### src/rtl/router_port_scheduler.sv
// router_port_scheduler
// Round-robin scheduler that shares one router output port among N_PORTS
// input FIFOs. In IDLE it picks the next non-empty FIFO after the previous
// owner. In XFER it strobes reads to that owner while the output accepts data.
//
// Ports:
//   clk_i         clock, rising edge
//   rst_ni        asynchronous active-low reset
//   fifo_empty_i  per-FIFO empty flag
//   eop_i         per-FIFO head-of-line end-of-packet flag
//   out_ready_i   output port accepts a beat this cycle
//   rd_o          one-hot read strobe to the owner's FIFO manager (combinational)
//   grant_o       one-hot current owner, zero when idle (registered)
//   grant_id_o    index of current owner, drives the output mux (registered)
//   valid_o       owner has a head word available (combinational)
//   busy_o        high while in XFER (registered)
//
// Build option:
//   ROUTER_PKT_LOCK_EN  defined   : hold the grant until the owner's eop beat
//                       undefined : release after MAX_BURST beats or when the
//                                   owner runs empty; eop_i is ignored
//
// state | meaning
// IDLE  | no owner; choose a round-robin winner among non-empty FIFOs
// XFER  | owner fixed; read on ready cycles until a release condition
module router_port_scheduler #(
    parameter int N_PORTS   = 4,
    parameter int MAX_BURST = 4
) (
    input  logic                       clk_i,
    input  logic                       rst_ni,
    input  logic [N_PORTS-1:0]         fifo_empty_i,
    input  logic [N_PORTS-1:0]         eop_i,
    input  logic                       out_ready_i,
    output logic [N_PORTS-1:0]         rd_o,
    output logic [N_PORTS-1:0]         grant_o,
    output logic [$clog2(N_PORTS)-1:0] grant_id_o,
    output logic                       valid_o,
    output logic                       busy_o
);

    localparam int IDW = $clog2(N_PORTS);
    localparam logic [N_PORTS-1:0] ONE_HOT0 = N_PORTS'(1);
    localparam logic [IDW-1:0]     LAST_ID  = IDW'(N_PORTS - 1);

    typedef enum logic {
        IDLE,
        XFER
    } state_t;

    state_t             state;
    logic [IDW-1:0]     last_ptr;
    logic               found;
    logic [IDW-1:0]     win_id;
    logic [IDW-1:0]     cand;
    logic [N_PORTS-1:0] win_oh;
    logic               cur_empty;
    logic               beat;
    logic               rel_xfer;

    // Search starts one past the previous owner and wraps by explicit
    // compare, so non-power-of-two port counts wrap correctly.
    always_comb begin
        found  = 1'b0;
        win_id = '0;
        cand   = last_ptr;
        for (int i = 0; i < N_PORTS; i++) begin
            if (cand == LAST_ID) cand = '0;
            else                 cand = cand + IDW'(1);
            if (!found && !fifo_empty_i[cand]) begin
                found  = 1'b1;
                win_id = cand;
            end
        end
    end

    assign win_oh    = ONE_HOT0 << win_id;
    assign cur_empty = fifo_empty_i[grant_id_o];
    assign beat      = (state == XFER) && out_ready_i && !cur_empty;
    assign rd_o      = beat ? grant_o : '0;
    assign valid_o   = (state == XFER) && !cur_empty;

`ifdef ROUTER_PKT_LOCK_EN
    // Packet locking: an empty owner simply stalls; only the eop beat frees
    // the port.
    localparam int unused_max_burst = MAX_BURST;
    assign rel_xfer = beat && eop_i[grant_id_o];
`else
    localparam int CW = $clog2(MAX_BURST) + 1;

    logic [CW-1:0] beat_cnt;
    logic          unused_eop;

    assign unused_eop = ^eop_i;

    // The beat that makes beat_cnt reach MAX_BURST is the last one. An empty
    // owner gives the port up at once instead of holding it.
    assign rel_xfer = (state == XFER) &&
                      (cur_empty || (beat && (beat_cnt == CW'(MAX_BURST - 1))));

    always_ff @(posedge clk_i or negedge rst_ni) begin
        if (!rst_ni) begin
            beat_cnt <= '0;
        end else if (state == IDLE) begin
            beat_cnt <= '0;
        end else if (beat) begin
            beat_cnt <= beat_cnt + CW'(1);
        end
    end
`endif

    always_ff @(posedge clk_i or negedge rst_ni) begin
        if (!rst_ni) begin
            state      <= IDLE;
            last_ptr   <= LAST_ID;
            grant_o    <= '0;
            grant_id_o <= '0;
            busy_o     <= 1'b0;
        end else begin
            case (state)
                IDLE: begin
                    if (found) begin
                        grant_o    <= win_oh;
                        grant_id_o <= win_id;
                        busy_o     <= 1'b1;
                        state      <= XFER;
                    end
                end
                XFER: begin
                    // grant_id_o is left alone so the mux select stays stable
                    // through the idle cycle.
                    if (rel_xfer) begin
                        last_ptr <= grant_id_o;
                        grant_o  <= '0;
                        busy_o   <= 1'b0;
                        state    <= IDLE;
                    end
                end
                default: begin
                    state <= IDLE;
                end
            endcase
        end
    end

endmodule

### config.mk
export PLATFORM = sky130hd
export DESIGN_NAME = router_port_scheduler
export DESIGN_NICKNAME = d
export VERILOG_FILES = /design/src/rtl/router_port_scheduler.sv
export SDC_FILE = /design/constraint.sdc
export NUM_CORES = 1
export LEC_CHECK = 0
export CAP_MARGIN = 0
export CORE_ASPECT_RATIO = 1.25
export CORE_MARGIN = 8
export CORE_UTILIZATION = 55
export CTS_BUF_LIST = sky130_fd_sc_hd__clkbuf_4 sky130_fd_sc_hd__clkbuf_8
export DETAILED_ROUTE_END_ITERATION = 8
export HOLD_SLACK_MARGIN = 0.03
export PLACE_DENSITY = 0.95
export SLEW_MARGIN = 20
export SYNTH_ARGS = -nofsm -noshare
export SYNTH_HDL_FRONTEND = slang
export SYNTH_SLANG_ARGS = --single-unit
### constraint.sdc
create_clock -name clk_i -period 3.2 [get_ports clk_i]
set_input_delay 0.64 -clock clk_i [delete_from_list [all_inputs] [get_ports clk_i]]
set_output_delay 0.64 -clock clk_i [all_outputs]
set_load 0.1 [all_outputs]
# Word level (Yosys, flattened, before mapping)
# Cells that the tools add are included.
[word_totals]
mem_bits_rw = 0
reg_bits = 13
input_bits = 11
rom_bits = 0
memories = 0
out_inout_bits = 12
latch_bits = 0
[classes]
n_addsub = 5
muxes = 34
eq_ne = 8
n_reduce_logical = 18
bitwise_logic = 1
shift = 1
n_lt_le_gt_ge = 5
div_mod_pow = 0
n_mul = 0
[op_table]
columns = ["cell", "n"]
rows = [
  ["2-bit two-way mux", 8],
  ["2-bit by 3-bit less-than comparator with 1-bit output, second input constant", 5],
  ["1-bit two-way mux", 13],
  ["4-bit two-way mux", 3],
  ["1-bit binary-select mux with 2-bit select", 5],
  ["2-bit by 1-bit adder with 2-bit output, second input constant", 4],
  ["2-bit equality test, second input constant", 4],
  ["1-bit logical AND", 8],
  ["4-bit case mux with 2 select lines", 1],
  ["1-bit logical NOT", 6],
  ["3-bit two-way mux", 2],
  ["2-bit AND reduction", 3],
  ["2-bit by 1-bit inequality test with 1-bit output, second input constant", 2],
  ["1-bit case mux with 2 select lines", 2],
  ["1-bit by 2-bit left shift with 4-bit output, first input constant", 1],
  ["3-bit by 1-bit adder with 3-bit output, second input constant", 1],
  ["3-bit by 2-bit equality test with 1-bit output, second input constant", 1],
  ["2-bit inequality test, second input constant", 1],
  ["1-bit logical OR", 1],
  ["1-bit NOT", 1],
]

# Depth between registers and ports, before layout
# Gate-level depths: netlist of the first run.
[depth]
ltp_word = 18
depth_mapped = 7
mapped_depth_nobuf = 7

# Least setup slack after synthesis of the first run
# Ideal clock, no wire load.
[synth_timing]
path_kind = "register to output"
from = "register grant_id_o[1]"
to = "output port rd_o[0]"
path_stages_with_launch = 4
arrival_ns = 3.085
t_required_ns = 2.560
slack_ns = -0.525
cell_sequence = "dfrtp_1 > mux4_2 > nor2b_4 > and3_1"
[synth_between]
elab_chain_len = 5
[synth_rtl]
columns = ["element", "line", "text"]
rows = [
  ["start: declaration", "37", "output logic [$clog2(N_PORTS)-1:0] grant_id_o,"],
  ["start signal: assignment", "124", "grant_id_o <= win_id;"],
  ["1-bit binary-select mux with 2-bit select", "78", "assign cur_empty = fifo_empty_i[grant_id_o];"],
  ["1-bit two-way mux (implied by the code)", "78", ""],
  ["1-bit logical NOT", "79", "assign beat = (state == XFER) && out_ready_i && !cur_empty;"],
  ["1-bit logical AND", "79", ""],
  ["4-bit two-way mux", "80", "assign rd_o = beat ? grant_o : '0;"],
  ["end: declaration", "35", "output logic [N_PORTS-1:0] rd_o,"],
]
# Every way passes these cells. The select of a mux whose other input is x is not followed.

# Worst setup path after layout of the first run
[layout_timing]
from = "input port fifo_empty_i[1]"
to = "output port rd_o[0]"
[layout_between]
elab_chain_len = 5
[layout_rtl]
columns = ["element", "line", "text"]
rows = [
  ["start: declaration", "32", "input logic [N_PORTS-1:0] fifo_empty_i,"],
  ["1-bit binary-select mux with 2-bit select", "78", ""],
  ["1-bit two-way mux (implied by the code)", "78", ""],
  ["1-bit logical NOT", "79", ""],
  ["1-bit logical AND", "79", ""],
  ["4-bit two-way mux", "80", ""],
]
# Every way passes these cells. The select of a mux whose other input is x is not followed.

==> summary by stage, run 1 <==
Detailed routing
The first routing iteration left between 40 and 50 violations. For this run, design rule violations remaining after detail routing come to 0. Dividing the detail-routed via count by the number of cells gives 6.16. The total iterations of the first detailed-routing run is 4.

The total number of vias is ~890. In the final routed layout, each cell accounts on average for 16.8 µm. Once detail routing completed, the nets flagged for antenna violations numbered 0.

For this block, the routed nets add up to 2.44 mm of wire.

Floorplanning
The number of top-level pins is 23. The die extent in y is 64.2 µm. For this configuration, the core starts out at a cell density of 57.8%. The die covers 3500 µm². The core box area is 1770 µm². From left edge to right edge, the die measures about 55 µm. The floorplan row count is 17.

Global routing
The pin count of the biggest net entering global routing is 24. The first global-routing pass estimated a little under 4 mm of wire. The global-route usage over all layers is 14.5%.

The via count of the first global-routing pass is approximately 840. For this run the aggregate overflow at the end of global routing stands at 0. The initial antenna violation count came to 0.

Critical path
STA classifies the critical path startpoint as a primary input. Along the worst path, the maximum fanout reaches 7. Among all stages on the critical path, the largest delay is contributed by mux4_2.

The worst stage delay on the critical path is 560 ps. The critical path goes through clkdlybuf4s50_1 -> mux4_2 -> nor2b_4 -> and3_2 -> buf_12. On the critical path the largest part of the delay comes from buffers and inverters. The worst setup path is captured at an output pin.

Together, buffers and inverters on the worst path number 2. The arrival time at the worst endpoint is ~2300 ps. The data required time of the worst path is 2560 ps. The critical path in this run is classified as primary input to output pin.

STA
The worst clock skew is 8.38 ps. The total setup violations reported at the end of the flow is 0. The number of endpoints with negative hold slack in the final report is 0.

In this run the tightest slew margin relative to its limit is between 60% and 70%. Setup repair after global routing left no endpoint under its margin. The final count of pins violating max slew is 0. The tightest hold margin is 497 ps.

The total negative setup slack is 0 ps. The worst path in the final design needs a cycle of 2930 ps, including I/O delays and setup. For this run, the top clock speed supported by timing is between 300 and 400 MHz.

The final critical-path share of the clock period is just over 90%. For the pin with the worst max-slew slack, the measured transition is between 500 and 600 ps. After layout, the worst setup slack is 275 ps.

Synth
The fraction of synthesis flops using an asynchronous set or reset pin is between 90% and 100%. Synthesis produced a netlist with a net count of 122. Summing the areas of all compound-gate instances in the mapped netlist gives approximately 18% of the synthesized area. The dominant combinational cell family by area after synthesis is simple AND/OR/NAND/NOR gates.

A synthesized cell averages ~9.5 µm². After Yosys synthesis, full adders, half adders and majority gates account for 3.68% of the synthesized area. In this run the cell area of the synthesized design comes to a little over 1000 µm².

For this run, the register share of the synthesized area comes to around 32%. The number of distinct library cell variants in the gate-level netlist after synthesis is 47. The flip-flop and latch count after synthesis is 13. Counting flops with a built-in enable in the synthesized netlist gives 0.

The most used flip-flop cell after synthesis is dfrtp_1. The number of warning messages in the yosys log is 0. After Yosys synthesis, XOR and XNOR cells account for 0.858% of the synthesized area. The share of cell area taken by muxes after synthesis is between 7 and 8%. Synthesis handed over a netlist of ~110 instances.

The simple-gate portion of the synthesized area is a little under a third.

Placement
The instance count after placement with tap cells included is 141. The cell area after placement is around 1200 µm². The wire-length estimate of the detail-placed layout is approximately 1.7 mm. Routability-driven placement finished with a final weighted congestion of between 0.8 and 0.9. The number of port buffers is 18.

Before CTS, the worst setup slack after placement is 290 ps.

Pwr
The share of total power dissipated in sequential elements is 23.1%. Net switching is ~56% of the power. Of the total power, the clock network draws around 8%. Combinational logic is responsible for 68.9% of the overall power. The maximum ir drop on the vdd rail is 628 µV.

The internal power is 637 µW. For this design the ratio of total power to cell area is between 1000 and 1500 nW/µm². The switching power is approximately 800 µW.

In this run the static leakage power is roughly 0.54 nW.

Clocking
After clock tree synthesis, the clock-pin slew on the worst setup and hold paths is ~90 ps. The clock tree from TritonCTS is built. In this run the number of H-tree levels came out at 1. The clock tree root buffer cell is clkbuf_4. The number of buffers on the longest clock path is 2. The post-cts sizing count is 0. Buffers inserted to repair hold after CTS numbered 0.

The clock latency at the later pin of the worst-skew pair is about 290 ps. The clock buffer count from CTS is 3. After clock tree synthesis, the setup repair step added 0 buffers. The tree built by TritonCTS fans out to 13 sinks.

Status
The run finished with clean final reports.

Final layout
The count of antenna diodes in the layout is 0. In the layout the commonest cells are nand2_1, buf_4, dfrtp_1. From synthesis to final layout, the design area changed by 23.2%. In the final layout, the share of cells above drive strength 1 is roughly 29%. The number of fillers in the final layout is 131.

The post-route standard cell area excluding fillers is about 1300 µm². The final layout contains 141 nets. Leaving out fill and tap cells, the most frequent cell in the layout is nand2_1. The number of cells in the finished layout apart from fillers is between 100 and 150.

Min path
The class of the most critical hold timing path is flop to flop.

Job
Across the run, the number of max-cap violations was 0.
-- power groups by stage --
| stage | logic (mW) | registers [mW] | clock network [mW] |
|---|---|---|---|
| floorplan | 0.594 | 0.526 | 0 |
| global placement | 0.960 | 0.327 | 0 |
| detailed placement | 0.986 | 0.336 | 0 |
| CTS | 0.993 | 0.334 | 0.117 |
| global route | 1.05 | 0.346 | 0.122 |
| finish | 0.993 | 0.334 | 0.115 |
-- metrics by stage --
stage / utilization (%) / power (mW)
2_1_floorplan: - / 1.12
3_3_place_gp: 69.5 / 1.29
3_5_place_dp: 69.5 / 1.32
4_1_cts: 71.2 / 1.44
5_1_grt: 71.2 / 1.52
6_report: 71.2 / 1.44
-- per-layer routing --
layer	global-route usage, %	wire, µm
met5	0	0
met4	7.41	56
met3	2.08	138
met2	25.1	1320
met1	16.0	922
-- cell families after synthesis --
family | count (synthesis)
simple gates | 52
compound gates | 24
flops | 13
buf+inv | 9
mux | 6
fa+ha+maj | 3
xor+xnor | 1
-- tightest hold or removal path: stages, from the launching register on --
cell     delay (ps)
dfrtp_1         360
nand2_1          50
nand2_1          60
-- worst paths after layout --
kind                            startpoint            end  slack (ps)  cells after the start
setup reg to reg               last_ptr[0]     grant_o[0]         700                      6
max in group asynchronous           rst_ni  grant_id_o[0]        2050                      1
hold / removal                      busy_o         busy_o         500                      2
min in group asynchronous           rst_ni    beat_cnt[0]         720                      1
setup / recovery           fifo_empty_i[1]        rd_o[0]         270                      5
hold reg to reg                     busy_o         busy_o         500                      2
-- area by class of cell --
type	instances	area, µm²	share of cell area [%]
Inverter	1	3.75	0.299
Tap cell	19	23.8	1.89
Sequential cell	13	330	26.3
Clock buffer	4	30.0	2.39
Multi-Input combinational cell	86	627	49.9
Timing Repair Buffer	22	243	19.3
-- synthesized netlist by cell type, types with 2 or more instances --
cell / n / area [µm²]
a22o_1: 2 / 17.5
nor3b_1: 2 / 15.0
o21ai_1: 5 / 25.0
nand2_1: 15 / 56.3
buf_2: 3 / 15.0
and3_1: 4 / 25.0
mux2i_1: 2 / 20.0
and2_1: 2 / 12.5
or3b_1: 3 / 26.3
nand3b_1: 3 / 22.5
buf_6: 4 / 45.0
ha_1: 3 / 37.5
dfstp_2: 2 / 52.6
o2111ai_1: 2 / 17.5
nor2b_1: 2 / 12.5
mux2_1: 3 / 33.8
nor2_1: 3 / 11.3
nor4b_1: 2 / 17.5
o21ai_0: 2 / 10.0
nand2b_1: 5 / 31.3
dfrtp_1: 11 / 275
a21oi_1: 3 / 15.0
-- registers in the layout, indices dropped and copies added, names as in the netlist --
name	cells
beat_cnt	3
busy_o	1
grant_id_o	2
grant_o	4
last_ptr	2
state	1
No activity file was read; power rests on OpenSTA's default activity.
==> run 2: changes to the inputs <==
--- a/config.mk
+++ b/config.mk
@@ -5,7 +5,7 @@
 export SDC_FILE = /design/constraint.sdc
 export NUM_CORES = 1
 export LEC_CHECK = 0
-export CAP_MARGIN = 0
+export CAP_MARGIN = 20
 export CORE_ASPECT_RATIO = 1.25
 export CORE_MARGIN = 8
 export CORE_UTILIZATION = 55
==> constraint.sdc (replaced) <==
create_clock -name clk_i -period 3.2 [get_ports clk_i]
set_input_delay 0.64 -clock clk_i [delete_from_list [all_inputs] [get_ports clk_i]]
set_output_delay 0.64 -clock clk_i [all_outputs]
set_load 0.01 [all_outputs]
==> run 2 against run 1 <==
Against the previous run: sequential share of layout area is 0.33 points higher; final cell count is 1.4% higher; critical endpoint is now rd_o[1]; critical path depth stayed put.
==> summary by stage, run 2 (synthesized netlist as in run 1, its figures left out) <==
Status
Result of the run: finished clean (unchanged).

Detailed routing
The total iterations of the first detailed-routing run is 4 (unchanged). The final antenna-violating net count came to 0 (unchanged). The via density per instance is 6.22 (was 6.16). The total number of vias is 915 (was 893). The number of DRC violations after detailed-routing iteration 0 was 50 (was 48). The detail-routed net length per standard cell is 16.5 µm (was 16.8 µm).

The number of remaining DRC errors is 0 (unchanged). The detailed-route wire length is 2.42 mm (was 2.44 mm).

Critical path
The library cell appearing most often on the critical path is clkdlybuf4s50_1. Series of cell instances along the critical path: clkdlybuf4s50_1 -> mux4_2 -> nor2b_4 -> and3_1 -> clkdlybuf4s50_1 (was clkdlybuf4s50_1 -> mux4_2 -> nor2b_4 -> and3_2 -> buf_12). The critical register-to-register path startpoint is last_ptr[0] (unchanged). The launch point of the worst path is fifo_empty_i[3] (was fifo_empty_i[1]). The arrival time at the worst endpoint is 2480 ps (was 2290 ps).

The highest fanout seen on the critical path is 5 (was 7). The critical path class is primary input to output pin (unchanged). The slack of the worst reg-to-reg path is 690 ps (was 700 ps). The slowest library cell on the worst path is clkdlybuf4s50_1 (was mux4_2).

The startpoint type of the worst setup path was a primary input (unchanged). The sort of element at the end of the critical path is an output pin (unchanged). The worst stage delay on the critical path is 550 ps (was 560 ps).

The data required time of the worst path is 2560 ps (about the same).

Clocking
The number of buffers on the longest clock path is 2 (unchanged). The clock buffer count from CTS was 3 (unchanged). The buffers inserted during post-CTS setup optimization came to 0 (unchanged).

The number of H-tree levels is 1 (unchanged). The clock tree root buffer cell is clkbuf_4 (unchanged). The clock tree from TritonCTS is built (unchanged). The number of hold buffers added after CTS is 0 (unchanged).

The number of sinks on the clock net is 13 (unchanged). The post-cts sizing count is 0 (unchanged). The clock latency at the later pin of the worst-skew pair was 270 ps (was 290 ps). The clock slew at the register clock pins of the worst setup and hold paths is 80 ps (was 90 ps).

Final layout
Most frequent cells in the layout: clkdlybuf4s50_1, nand2_1, dfrtp_1 (was nand2_1, buf_4, dfrtp_1). The register with the most flip-flops is grant_o (unchanged). The fraction of final layout cells sized beyond drive strength 1 was 15.6% (was 28.6%). The post-route standard cell area excluding fillers was 1230 µm² (was 1260 µm²). The number of fillers in the final layout is 127 (was 131). The flip-flop count of the largest register after layout came to 4 (unchanged).

The number of nets in the finished design is 143 (was 141). The most common library cell in the layout ignoring fill and taps is clkdlybuf4s50_1 (was nand2_1). The number of cells in the finished layout apart from fillers is 147 (was 145). Regs by FF count: grant_o (4), beat_cnt (3) (unchanged).

The synthesis-to-layout area growth is 20.7% (was 23.2%). The count of antenna diodes in the layout is 0 (unchanged).

STA
The worst relative slew slack is 60.3% (was 60.5%). The worst clock skew is 6.27 ps (was 8.38 ps). The peak clock frequency supported by timing came to 320 MHz (was 342 MHz). The final count of pins violating max slew came to 0 (unchanged). The final critical-path share of the clock period is 97.5% (was 91.4%). The total negative setup slack is 0 ps (unchanged). The final critical-path required period is 3120 ps (was 2930 ps). Unrepaired setup endpoints after global routing: false (unchanged). The number of endpoints with negative hold slack in the final report was 0 (unchanged).

The measured slew at the worst slew-check pin is 593 ps (was 590 ps). The total setup violations reported at the end of the flow came to 0 (unchanged).

Min path
The class of the most critical hold timing path is flop to flop (unchanged). The startpoint of the tightest hold check path is busy_o (unchanged).

Placement
The detailed-placement wirelength estimate was 1.83 mm (was 1.73 mm). The routability congestion estimate from global placement is 0.845 (was 0.802). The number of port buffers is 18 (unchanged).

The cell area after placement is 1200 µm² (was 1230 µm²). The instance count after placement with tap cells included is 143 (was 141).

Floorplanning
The core box area is 1770 µm² (unchanged). The starting density of the core is 57.8% (unchanged). The die extent in x came to 54.5 µm (unchanged). The die extent in y came to 64.2 µm (unchanged). The number of top-level pins is 23 (unchanged).

The total die area is 3500 µm² (unchanged). The floorplan row count is 17 (unchanged).

Pwr
The internal power is 637 µW (about the same). The static leakage power was 0.521 nW (was 0.540 nW). The total power draw is 1.13 mW (was 1.44 mW). The switching power is 492 µW (was 805 µW). The maximum ir drop on the vdd rail is 607 µV (was 628 µV). The fraction of power spent switching nets is 43.6% (was 55.8%). The logic gate share of total power came to 60.9% (was 68.9%). The fraction of power consumed by the clock network is 9.9% (was 8.0%). The power density over the cells is 916 nW/µm² (was 1150 nW/µm²). The register share of total power is 29.2% (was 23.1%).

Global routing
The via count of the first global-routing pass is 876 (was 839). The global-route usage over all layers came to 14.0% (was 14.5%). The initial antenna violation count is 0 (unchanged). The wire length of the first global-routing pass is 3.84 mm (was 3.88 mm). The pin count of the biggest net entering global routing is 24 (unchanged). The total global routing overflow is 0 (unchanged).

Job
The count of maximum capacitance violations was 0 (unchanged).
run 2: cell types whose count changed in the layout (fill, tap and decap cells not counted), sizes merged:
| cell | before | now |
|---|---|---|
| clkdlybuf4s50 | 6 | 18 |
| buf | 16 | 6 |
run 2: layout make-up:
type,count,area [µm²],share of cell area [%]
inverters,1,3.75,0.305
multi-input cells,86,622,50.5
flip-flops and latches,13,328,26.6
clock buffers,4,30.0,2.44
repair buffers,24,225,18.3
well taps,19,23.8,1.93
run 2: final timing paths:
kind | to | cells past startpoint
max | rd_o[1] | 5
min | busy_o | 2
max reg2reg | grant_o[2] | 6
min reg2reg | busy_o | 2
max in group asynchronous | grant_id_o[1] | 1
min in group asynchronous | busy_o | 1
run 2: critical path: cells and delay by family:
family | cells | cell delay [ps]
buffers and inverters | 2 | 980
muxes | 1 | 540
and+or+nand+nor | 2 | 330
run 2: power groups by stage:
stage	logic (mW)	clock network [mW]	registers, mW
after floorplan	0.512	0	0.304
after global placement	0.654	0	0.325
after detailed placement	0.684	0	0.333
after CTS	0.689	0.112	0.330
after global routing	0.747	0.120	0.342
final	0.688	0.111	0.330
run 2: layer usage:
| metal | routed length (µm) | global-route usage [%] | vias up |
|---|---|---|---|
| met5 | 0 | 0 | - |
| met4 | 18 | 3.70 | 0 |
| met3 | 119 | 2.55 | 2 |
| met2 | 1350 | 25.1 | 31 |
| met1 | 936 | 15.9 | 446 |
| li1 | - | - | 436 |
run 2: through the flow:
stage	utilization, %	setup WS, ps	hold WS (ps)
floorplan	-	979	344
global placement	68.1	118	462
detailed placement	68.1	85.0	476
CTS	69.8	82.0	494
global route	69.8	41.8	509
finish	69.8	79.7	491
